<file path="src/rtl/sdr_rd_fsm.sv">
// -----------------------------------------------------------------------------
// sdr_rd_fsm
//
// Single-access SDRAM read sequencer. For one request it drives ACTIVE, waits
// tRCD, issues READ with auto-precharge, waits out the CAS latency, captures a
// two-beat burst from the DQ pins and hands back one 32-bit word. A recovery
// window of TRP cycles follows before the next request is accepted.
//
// Parameters:
//   TRCD  cycles from ACTIVE to READ on the bus (1..7)
//   CL    CAS latency of the SDRAM mode register (2 or 3)
//   TRP   recovery cycles after the burst before IDLE (1..7)
//
// Ports:
//   clk         controller clock
//   soft_rst_n  asynchronous active-low reset
//   rd_en       read request, sampled only in IDLE
//   row/col/ba  address; row/ba taken at the ACTIVE edge, col at the READ edge
//   dq_in       SDRAM DQ pins, input side
//   rd_bus      command/address bus {cmd[3:0], a[12:0], ba[1:0], cke}
//   rdata       assembled word {second beat, first beat}
//   rd_done     one-cycle pulse; rdata valid from this cycle onward
//   rd_busy     high whenever the sequencer is not idle
// -----------------------------------------------------------------------------
module sdr_rd_fsm #(
    parameter int TRCD = 2,
    parameter int CL   = 2,
    parameter int TRP  = 2
) (
    input  logic        clk,
    input  logic        soft_rst_n,
    input  logic        rd_en,
    input  logic [12:0] row,
    input  logic [9:0]  col,
    input  logic [1:0]  ba,
    input  logic [15:0] dq_in,
    output logic [19:0] rd_bus,
    output logic [31:0] rdata,
    output logic        rd_done,
    output logic        rd_busy
);

    // {CS_n, RAS_n, CAS_n, WE_n}
    localparam logic [3:0] CMD_NOP = 4'b0111;
    localparam logic [3:0] CMD_ACT = 4'b0011;
    localparam logic [3:0] CMD_RD  = 4'b0101;

    localparam logic [2:0] S_IDLE     = 3'd0;
    localparam logic [2:0] S_ACT_WAIT = 3'd1;
    localparam logic [2:0] S_CAS_WAIT = 3'd2;
    localparam logic [2:0] S_CAP_LO   = 3'd3;
    localparam logic [2:0] S_CAP_HI   = 3'd4;
    localparam logic [2:0] S_RECOV    = 3'd5;

    // Terminal counts: each wait state spends (last + 1) edges, the final one
    // being the edge that leaves the state.
    localparam logic [2:0] TRCD_LAST = 3'(TRCD - 1);
    localparam logic [2:0] CL_LAST   = 3'(CL - 1);
    localparam logic [2:0] TRP_LAST  = 3'(TRP - 1);

    logic [2:0]  state_q, state_d;
    logic [2:0]  cnt_q, cnt_d;
    logic [3:0]  cmd_q, cmd_d;
    logic [12:0] a_q, a_d;
    logic [1:0]  ba_q, ba_d;
    logic [15:0] lo_q, lo_d;
    logic [31:0] rdata_q, rdata_d;
    logic        rd_done_q, rd_done_d;
    logic        rd_busy_q, rd_busy_d;

    always_comb begin
        // NOTE: every signal gets a default before the case so no path leaves
        // it unassigned; otherwise synthesis infers a latch to hold it.
        state_d   = state_q;
        cnt_d     = cnt_q;
        cmd_d     = CMD_NOP;      // NOP unless a command is issued this edge
        a_d       = a_q;
        ba_d      = ba_q;
        lo_d      = lo_q;
        rdata_d   = rdata_q;
        rd_done_d = 1'b0;         // pulse: only CAP_HI raises it
        rd_busy_d = rd_busy_q;

        case (state_q)
            S_IDLE: begin
                if (rd_en) begin
                    cmd_d     = CMD_ACT;
                    a_d       = row;
                    ba_d      = ba;
                    rd_busy_d = 1'b1;
                    cnt_d     = 3'd0;
                    state_d   = S_ACT_WAIT;
                end
            end

            S_ACT_WAIT: begin
                if (cnt_q == TRCD_LAST) begin
                    // a[10] set selects auto-precharge; bank stays as opened.
                    cmd_d   = CMD_RD;
                    a_d     = {2'b00, 1'b1, col};
                    cnt_d   = 3'd0;
                    state_d = S_CAS_WAIT;
                end else begin
                    cnt_d = cnt_q + 3'd1;
                end
            end

            S_CAS_WAIT: begin
                if (cnt_q == CL_LAST) begin
                    cnt_d   = 3'd0;
                    state_d = S_CAP_LO;
                end else begin
                    cnt_d = cnt_q + 3'd1;
                end
            end

            S_CAP_LO: begin
                lo_d    = dq_in;
                state_d = S_CAP_HI;
            end

            S_CAP_HI: begin
                rdata_d   = {dq_in, lo_q};
                rd_done_d = 1'b1;
                cnt_d     = 3'd0;
                state_d   = S_RECOV;
            end

            S_RECOV: begin
                if (cnt_q == TRP_LAST) begin
                    rd_busy_d = 1'b0;
                    cnt_d     = 3'd0;
                    state_d   = S_IDLE;
                end else begin
                    cnt_d = cnt_q + 3'd1;
                end
            end

            default: begin
                rd_busy_d = 1'b0;
                cnt_d     = 3'd0;
                state_d   = S_IDLE;
            end
        endcase
    end

    // NOTE: state updates use non-blocking assignments so every flop samples
    // the pre-edge values, independent of statement order.
    always_ff @(posedge clk or negedge soft_rst_n) begin
        if (!soft_rst_n) begin
            state_q   <= S_IDLE;
            cnt_q     <= 3'd0;
            cmd_q     <= CMD_NOP;
            a_q       <= 13'd0;
            ba_q      <= 2'd0;
            lo_q      <= 16'd0;
            rdata_q   <= 32'd0;
            rd_done_q <= 1'b0;
            rd_busy_q <= 1'b0;
        end else begin
            state_q   <= state_d;
            cnt_q     <= cnt_d;
            cmd_q     <= cmd_d;
            a_q       <= a_d;
            ba_q      <= ba_d;
            lo_q      <= lo_d;
            rdata_q   <= rdata_d;
            rd_done_q <= rd_done_d;
            rd_busy_q <= rd_busy_d;
        end
    end

    // cke is tied high; the rest of the bus comes straight from flops.
    assign rd_bus  = {cmd_q, a_q, ba_q, 1'b1};
    assign rdata   = rdata_q;
    assign rd_done = rd_done_q;
    assign rd_busy = rd_busy_q;

endmodule

</file>
<file path="config.mk">
export PLATFORM = sky130hd
export DESIGN_NAME = sdr_rd_fsm
export DESIGN_NICKNAME = d
export VERILOG_FILES = /design/src/rtl/sdr_rd_fsm.sv
export SDC_FILE = /design/constraint.sdc
export NUM_CORES = 1
export LEC_CHECK = 0
export ABC_AREA = 0
export CAP_MARGIN = 20
export CORE_UTILIZATION = 43
export CTS_BUF_LIST = sky130_fd_sc_hd__clkbuf_8
export DETAILED_ROUTE_END_ITERATION = 16
export HOLD_SLACK_MARGIN = 0.02
export PLACE_DENSITY_LB_ADDON = 0.2
export SLEW_MARGIN = 10
export SYNTH_ARGS = -nofsm -noshare
export SYNTH_HDL_FRONTEND = slang
export SYNTH_SLANG_ARGS = --single-unit
export TNS_END_PERCENT = 30
</file>
<file path="constraint.sdc">
create_clock -name clk -period 1.52 [get_ports clk]
set_input_delay 0.228 -clock clk [delete_from_list [all_inputs] [get_ports clk]]
set_output_delay 0.228 -clock clk [all_outputs]
set_load 0.02 [all_outputs]
</file>
* After elaboration in Yosys (flattened, before gate mapping)
Index checks and enable logic that the tools add are counted.
** Word-level totals
- Register bits after elaboration :: 75
- Output and inout port bits :: 54
- Word-level logic and storage cells :: 49
** Operators by class
- Add/subtract/negate cells :: 1
- Equality and inequality tests :: 10
- Mux-type cells :: 18
- Bitwise logic cells :: 2
- Reduce and logical (&&, ||, !) cells :: 9
** Operator list (count)
- 13-bit 2-to-1 mux :: 2
- 13-bit one-hot mux with 2 select lines :: 1
- 3-bit 2-to-1 mux :: 7
- 3-bit one-hot mux with 6 select lines :: 1
- 3-bit one-hot mux with 3 select lines :: 1
- 2-bit != test, second input constant :: 4
- 3-bit by 1-bit equality test with 1-bit output, second input constant :: 2
- 3-bit by 2-bit equality test with 1-bit output, second input constant :: 2
- 3-bit equality test, second input constant :: 2
- 3-bit one-hot mux with 2 select lines :: 1
- 3-bit AND reduction :: 2
- 2-bit AND reduction :: 2
- 4-bit AND reduction :: 1
- 4-bit OR reduction :: 1
- 3-bit by 1-bit adder with 3-bit output, second input constant :: 1
- 3-bit logical NOT :: 1
- 1-bit 2-to-1 mux :: 3
- 1-bit one-hot mux with 3 select lines :: 1
- 3-bit OR reduction :: 1
- 2-bit 2-to-1 mux :: 1
- 1-bit inverter :: 2
- 2-bit nonzero test :: 1

* Logic depth before layout (Yosys ltp)
Gate-level depths: netlist of run 1.
- Word-level depth :: 4
- Mapped depth :: 6
- Gate-level depth less buffers :: 4

* Worst setup path before layout of run 1
Ideal clock, no wire load.
- Kind :: register -> register
- Start point :: reg state_q[1]
- End point :: reg rdata_q[16] (netlist: rdata[16])
- Library setup time :: 125 ps
- Arrival :: 1415 ps
- Required time :: 1395 ps
- Path slack :: -19 ps
- Stages on the path, launching flop included :: 5
- Buffers on the path :: 2
- Cell sequence :: dfrtp_1 -> buf_6 -> nor3_4 -> buf_6 -> mux2_2
** Between the ends
- Cells in the longest elaborated chain, start to end :: 1
** Ends and longest elaborated chain
- start, declared :: RTL line 61 : logic [2:0] state_q, state_d;
- start signal, assigned :: RTL line 161 : state_q <= state_d;
- 3-bit equality test :: RTL line 84 : case (state_q)
- end signal, assigned :: RTL line 167 : rdata_q <= rdata_d;
- end, declared :: RTL line 67 : logic [31:0] rdata_q, rdata_d;
No other way between the ends.
A chain may end at the register's enable or synchronous reset.

* Worst setup path in the final report of run 1
- Start point :: reg state_q[2]
- End point :: reg rdata_q[20] (netlist: rdata[20])
The elaborated chain is that of the path after synthesis.

==> results of run 1 <==
==> cells in the mapped netlist, types with 2 or more instances <==
library cell	n
a21oi_1	5
a21oi_2	2
a22o_1	2
buf_2	2
buf_4	4
buf_6	7
conb_1	2
dfrtp_1	71
dfstp_2	2
inv_1	4
mux2_2	48
mux2i_1	10
nand2_1	24
nor2_1	5
o21ai_0	5
o21ai_1	9
or2b_1	2
==> cells in the final DEF (no fill, tap or decap), types with 3 or more instances in the layout <==
| cell | synthesis | layout |
|---|---|---|
| dfrtp_1 | 71 | 69 |
| dlygate4sd2_1 | 0 | 51 |
| clkdlybuf4s50_1 | 0 | 42 |
| mux2_2 | 48 | 36 |
| nand2_1 | 24 | 24 |
| buf_4 | 4 | 16 |
| mux2_4 | 0 | 12 |
| mux2i_1 | 10 | 10 |
| o21ai_1 | 9 | 9 |
| clkbuf_8 | 0 | 9 |
| nor2_1 | 5 | 5 |
| o21ai_0 | 5 | 5 |
| buf_6 | 7 | 5 |
| a21oi_1 | 5 | 4 |
| inv_1 | 4 | 3 |
| conb_1 | 2 | 3 |
| bufinv_16 | 0 | 3 |
| buf_12 | 0 | 3 |
==> sequential cells by signal, summed over array words and instances, names as in the netlist <==
| name | flops |
|---|---|
| rdata | 32 |
| lo_q | 16 |
| cmd_q | 2 |
| a_q | 13 |
| ba_q | 2 |
| cnt_q | 3 |
| rd_busy | 1 |
| rd_done | 1 |
| state_q | 3 |
==> through the flow <==
stage          std cells  util [%]  hold slack (ps)
6_report             438      66.4              319
5_1_grt              438      66.4              330
4_1_cts              428      63.5              317
3_5_place_dp         411      60.4              131
3_3_place_gp         411      60.4              135
2_1_floorplan        219         -            -67.6
==> repair_timing <==
action,4_1_cts,5_1_grt
gates resized for setup,55,19
setup buffers,0,7
hold buffers,1,0
hold endpoints to repair,17,0
setup endpoints to repair,98,58
cloned,0,3
pin swaps,0,1
==> power groups by stage <==
stage / clock [uW] / sequential, uW / combinational, uW
5_1_grt: 1940 / 3510 / 4820
3_5_place_dp: 0 / 3430 / 4550
3_3_place_gp: 0 / 3380 / 4450
4_1_cts: 1870 / 3380 / 4120
2_1_floorplan: 0 / 4150 / 1910
6_report: 1820 / 3390 / 4460
==> layer usage <==
layer	GRT usage (%)	share of wire (%)	vias to the layer above
met5	0	0	-
met3	6.74	5.1	9
met1	22.8	44	991
met2	28.1	49	56
met4	7.27	1.7	0
li1	-	-	990
==> kinds of logic after synthesis <==
logic type / synth area share [%]
AO/OA/AOI/OAI: 6.04
multiplexers: 21.2
buffers and inverters: 4.43
AND/OR/NAND/NOR: 7.61
flip-flops: 60.5
other: 0.248
==> final cells by class <==
cell class,instances,share of cell area [%]
sequential,73,40.6
timing repair buffer,120,25.8
multi-input combinational,129,25.1
clock buffer,9,2.75
tap,96,2.66
clock inverter,7,2.64
inverter,4,0.416
==> worst max path at each step <==
stage / startpoint / end / slack (ps) / cells after the start
6_report: state_q[2]$_DFFE_PN0P_ / rdata[20]$_DFFE_PN0P_ / -30 / 5
5_1_grt: state_q[2]$_DFFE_PN0P_ / rdata[1]$_DFFE_PN0P_ / -90 / 5
4_1_cts: state_q[0]$_DFFE_PN0P_ / rdata[3]$_DFFE_PN0P_ / 8 / 4
3_5_place_dp: rd_en / a_q[0]$_DFFE_PN0P_ / -310 / 4
3_3_place_gp: rd_en / a_q[0]$_DFFE_PN0P_ / -280 / 4
2_1_floorplan: state_q[1]$_DFFE_PN0P_ / rdata[16]$_DFFE_PN0P_ / 20 / 4
==> metrics.txt, run 1 <==
status finished, violations left; failing checks setup timing; Netlist cell types 31; vias in the first global route approximately 2100; Remaining Overflow, GRT 0; Design Power just under 10000 uW; FF/Latch Area approximately 1800 um2; Bufs on Longest Clock Path 2; Max Clk Rate 646 MHz; Starting Density between 40 and 50%; sw frac 35.7%; initial antenna violation count 0; RSZ-0062 raised after global routing true; First-pass DRT Iterations 4; Core ar. slightly below 7000 um2; final setup fails 29; first-pass GRT wire length just over 10 mm; die width roughly 86 um; Slew @ Worst Pin between 500 and 600 ps; DRC viols 0; crit path time final around 1500 ps; final-layout fill cell count around 550; Setup crit start kind register; DRT iter0 DRCs 47; die height 85.9 um; routed wire length ~6.4 mm; GPL Wtd Cong roughly 0.73; clock power share between 10% and 20%; CTS buffer count 9; Fin. Hold Viols 0; setup ws final -27.0 ps; Clock Tree Root clkbuf_8; combinational fraction of design power ~46%; Pint between 6000 and 7000 uW; Req. time, crit path ~1700 ps; vias per cell 4.67; Mapped Area 3020 um2; Std-Cell Rows 30; setup TNS -336 ps; H-tree depth 3; slowest CP cell dfrtp_2; Synth area leader dfrtp_1; Tot GR Track Use around 18%; Reg power frac between 30% and 40%; TritonCTS clock tree yes; most used flip-flop cell after synthesis dfrtp_1; CTS sink cnt between 70 and 80; yosys warns 0; cell family with most CP delay buffers and inverters; Final Cell Area about 4500 um2; Via Count just over 2000; pwr dens approximately 2100 nW/um2; CP Capture Type register; Max FO, Critical Path 9; Worst R2R End rdata[20]$_DFFE_PN0P_; Layout area overhead 49.1%; Worst R2R Start state_q[2]$_DFFE_PN0P_; layout cell share with drive strength beyond 1 between 30% and 40%; Clock Latency Late Sink ~350 ps; Synth area leaders dfrtp_1, mux2_2, mux2i_1, nand2_1, buf_6; clock slew at the register clock pins of the worst setup and hold paths 70 ps; die area around 7400 um2; Syn Inst Count ~220; Worst R2R Path Depth 5; IO Port Bufs 94; drt wl/cell 14.7 um; HPWL after detailed placement roughly 4.2 mm; Slew Limit Fails 0; static leakage between 0.002 and 0.0025 uW; Crit path arrival time roughly 1800 ps; number of nets with antenna violations after routing 0; largest net degree at the start of global routing 38; hold crit path type in2async; crit share post-route 102%; worst path cell trace clkinvlp_4, nor3_4, buf_6, buf_12, mux2_2; Setup Crit Path Kind reg2reg; pre-CTS setup slack -306 ps; antenna cells 0; I/O pin cnt about 100; Slew headroom around two thirds; net load switching power between 3000 and 4000 uW; Synth Register Bits between 70 and 80; Async S/R FF share, synth between 90% and 100%; placed cell area 4110 um2; maximum VDD drop around 1.2 mV; r2r setup slk -30 ps; CP bufs+invs 3; clk_skew roughly 10 ps; Seq/Total Area, Yosys roughly 60%; number of synthesized flops with an enable pin 0; Final nets around 380; area of the multi-input gates roughly 1100 um2; maxcap violations 0; Yosys top cell area share between 50% and 60%; Mean Syn Cell Area ~14 um2; Worst path max stage delay 410 ps
Power figures use the tool's default switching activity.
==> run 2: changes to the inputs <==
Settings changed: CORE_MARGIN set to 3.
==> metrics.txt, run 2 (synthesis results as in run 1) <==
DRC viols 0; largest net degree at the start of global routing 74; placed cell area 4090 um2; CP bufs+invs 2; vias per cell 4.78; crit path time final approximately 1500 ps; CTS sink cnt 73; maximum VDD drop ~1.1 mV; pwr dens approximately 2100 nW/um2; net load switching power 3300 uW; setup ws final between 30 and 40 ps; Worst R2R Start state_q[0]$_DFFE_PN0P_; IO Port Bufs between 90 and 100; Clock Tree Root clkbuf_8; combinational fraction of design power 44.7%; routed wire length 6.04 mm; initial antenna violation count 0; GPL Wtd Cong around 0.78; hold crit path type in2reg; Fin Hold WS 418 ps; Slew Limit Fails 0; number of nets with antenna violations after routing 0; sw frac 35.6%; CTS buffer count 9; CP Capture Type register; Reg power frac a little over a third; drt wl/cell 14.1 um; maxcap violations 0; vias in the first global route 2055; Worst path max stage delay approximately 420 ps; Pint roughly 6000 uW; clock power share roughly a fifth; Max FO, Critical Path 33; commonest cells after routing, fill and taps aside dfrtp_1, dlygate4sd2_1, mux2_2, clkdlybuf4s50_1, nand2_1; clock slew at the register clock pins of the worst setup and hold paths roughly 70 ps; Std-Cell Rows 29; H-tree depth 3; slowest CP cell dfrtp_1; worst hold path startpoint ba[1]; Design Power 9270 uW; Final Cell Area approximately 4300 um2; Clock Latency Late Sink between 300 and 400 ps; die area between 8000 and 9000 um2; Req. time, crit path 1740 ps; Worst R2R Path Depth 4; hold endpoint ba_q[1]$_DFFE_PN0P_; worst path cell trace buf_6, nor3_4, buf_12, mux2_2; pre-CTS setup slack -351 ps; die height about 90 um; status completed; Remaining Overflow, GRT 0; DRT iter0 DRCs just over 90; commonest non-fill, non-tap cell in the layout dfrtp_1; Crit path arrival time 1700 ps; HPWL after detailed placement 4.21 mm; first-pass GRT wire length roughly 10 mm; final setup fails 0; Fin. Hold Viols 0; Final nets roughly 370; Worst R2R End rdata[12]$_DFFE_PN0P_; Tot GR Track Use between 10% and 20%; die width around 90 um; First-pass DRT Iterations 4; TritonCTS clock tree yes; Slew @ Worst Pin 546 ps; Via Count 2041; Setup crit start kind register; Core ar. 6570 um2; crit share post-route between 90% and 100%; RSZ-0062 raised after global routing true; Layout area overhead 43.3%; Hold Path Cell Cnt 3; I/O pin cnt 98; Largest register FFs 32; cell family with most CP delay flip-flops; Max Clk Rate 672 MHz; final-layout fill cell count ~520; clk_skew 10.8 ps; Bufs on Longest Clock Path 2; Slew headroom roughly 64%; Starting Density a little under half; r2r setup slk between 30 and 40 ps; static leakage 0.00199 uW; antenna cells 0; Setup Crit Path Kind reg2reg; layout cell share with drive strength beyond 1 28.7%; Layout Utilization between 60% and 70%
run 2: metal layers:
metal  track usage, %  share of wire [%]  vias up
li1                 -                  -      976
met2             24.3                 49       56
met5                0                  0        -
met3             6.51                6.6        5
met1             19.7                 43     1004
met4             6.12               0.79        0
run 2: worst max path at each step:
| stage | end | slack (ps) | cells past startpoint | from |
|---|---|---|---|---|
| floorplan | rdata[16]$_DFFE_PN0P_ | 20 | 4 | state_q[1]$_DFFE_PN0P_ |
| global placement | a_q[0]$_DFFE_PN0P_ | -290 | 4 | rd_en |
| detailed placement | a_q[0]$_DFFE_PN0P_ | -350 | 4 | rd_en |
| CTS | rdata[20] | 1 | 1 | rdata[20]$_DFFE_PN0P_ |
| global route | rdata[5]$_DFFE_PN0P_ | -30 | 4 | state_q[0]$_DFFE_PN0P_ |
| finish | rdata[12]$_DFFE_PN0P_ | 30 | 4 | state_q[0]$_DFFE_PN0P_ |
run 2: cell type report:
type | instances | area (um2) | share of cell area (%)
flip-flops and latches | 73 | 1830 | 42.3
multi-input cells | 129 | 1080 | 25.0
repair buffers | 113 | 1060 | 24.4
clock buffers | 9 | 124 | 2.86
well taps | 93 | 116 | 2.68
clock inverters | 6 | 108 | 2.48
inverters | 4 | 15.0 | 0.346
run 2: through the flow:
stage / setup TNS, ps / instances
4_1_cts: 0 / 423
3_3_place_gp: -3230 / 407
5_1_grt: -529 / 427
3_5_place_dp: -4740 / 407
6_report: 0 / 427
2_1_floorplan: 0 / 219
run 2: what timing repair did:
item	CTS	global route
setup buffers	0	3
endpoints found under the hold margin	71	0
endpoints found under the setup margin	96	51
pin swaps	0	2
gates cloned	0	1
gates resized for setup	53	7
hold buffers	1	0
run 2: power by group through the flow:
stage          registers [uW]  clock network [uW]  logic [uW]
6_report                 3350                1770        4140
5_1_grt                  3490                1920        4480
4_1_cts                  3370                1810        4110
3_5_place_dp             3430                   0        4520
3_3_place_gp             3390                   0        4410
2_1_floorplan            4150                   0        1910
run 2: worst register-to-register path, cell delays in order, from the launching register on:
cell     delay, ps
dfrtp_1        420
buf_6          150
nor3_4         200
buf_12         240
mux2_2         370
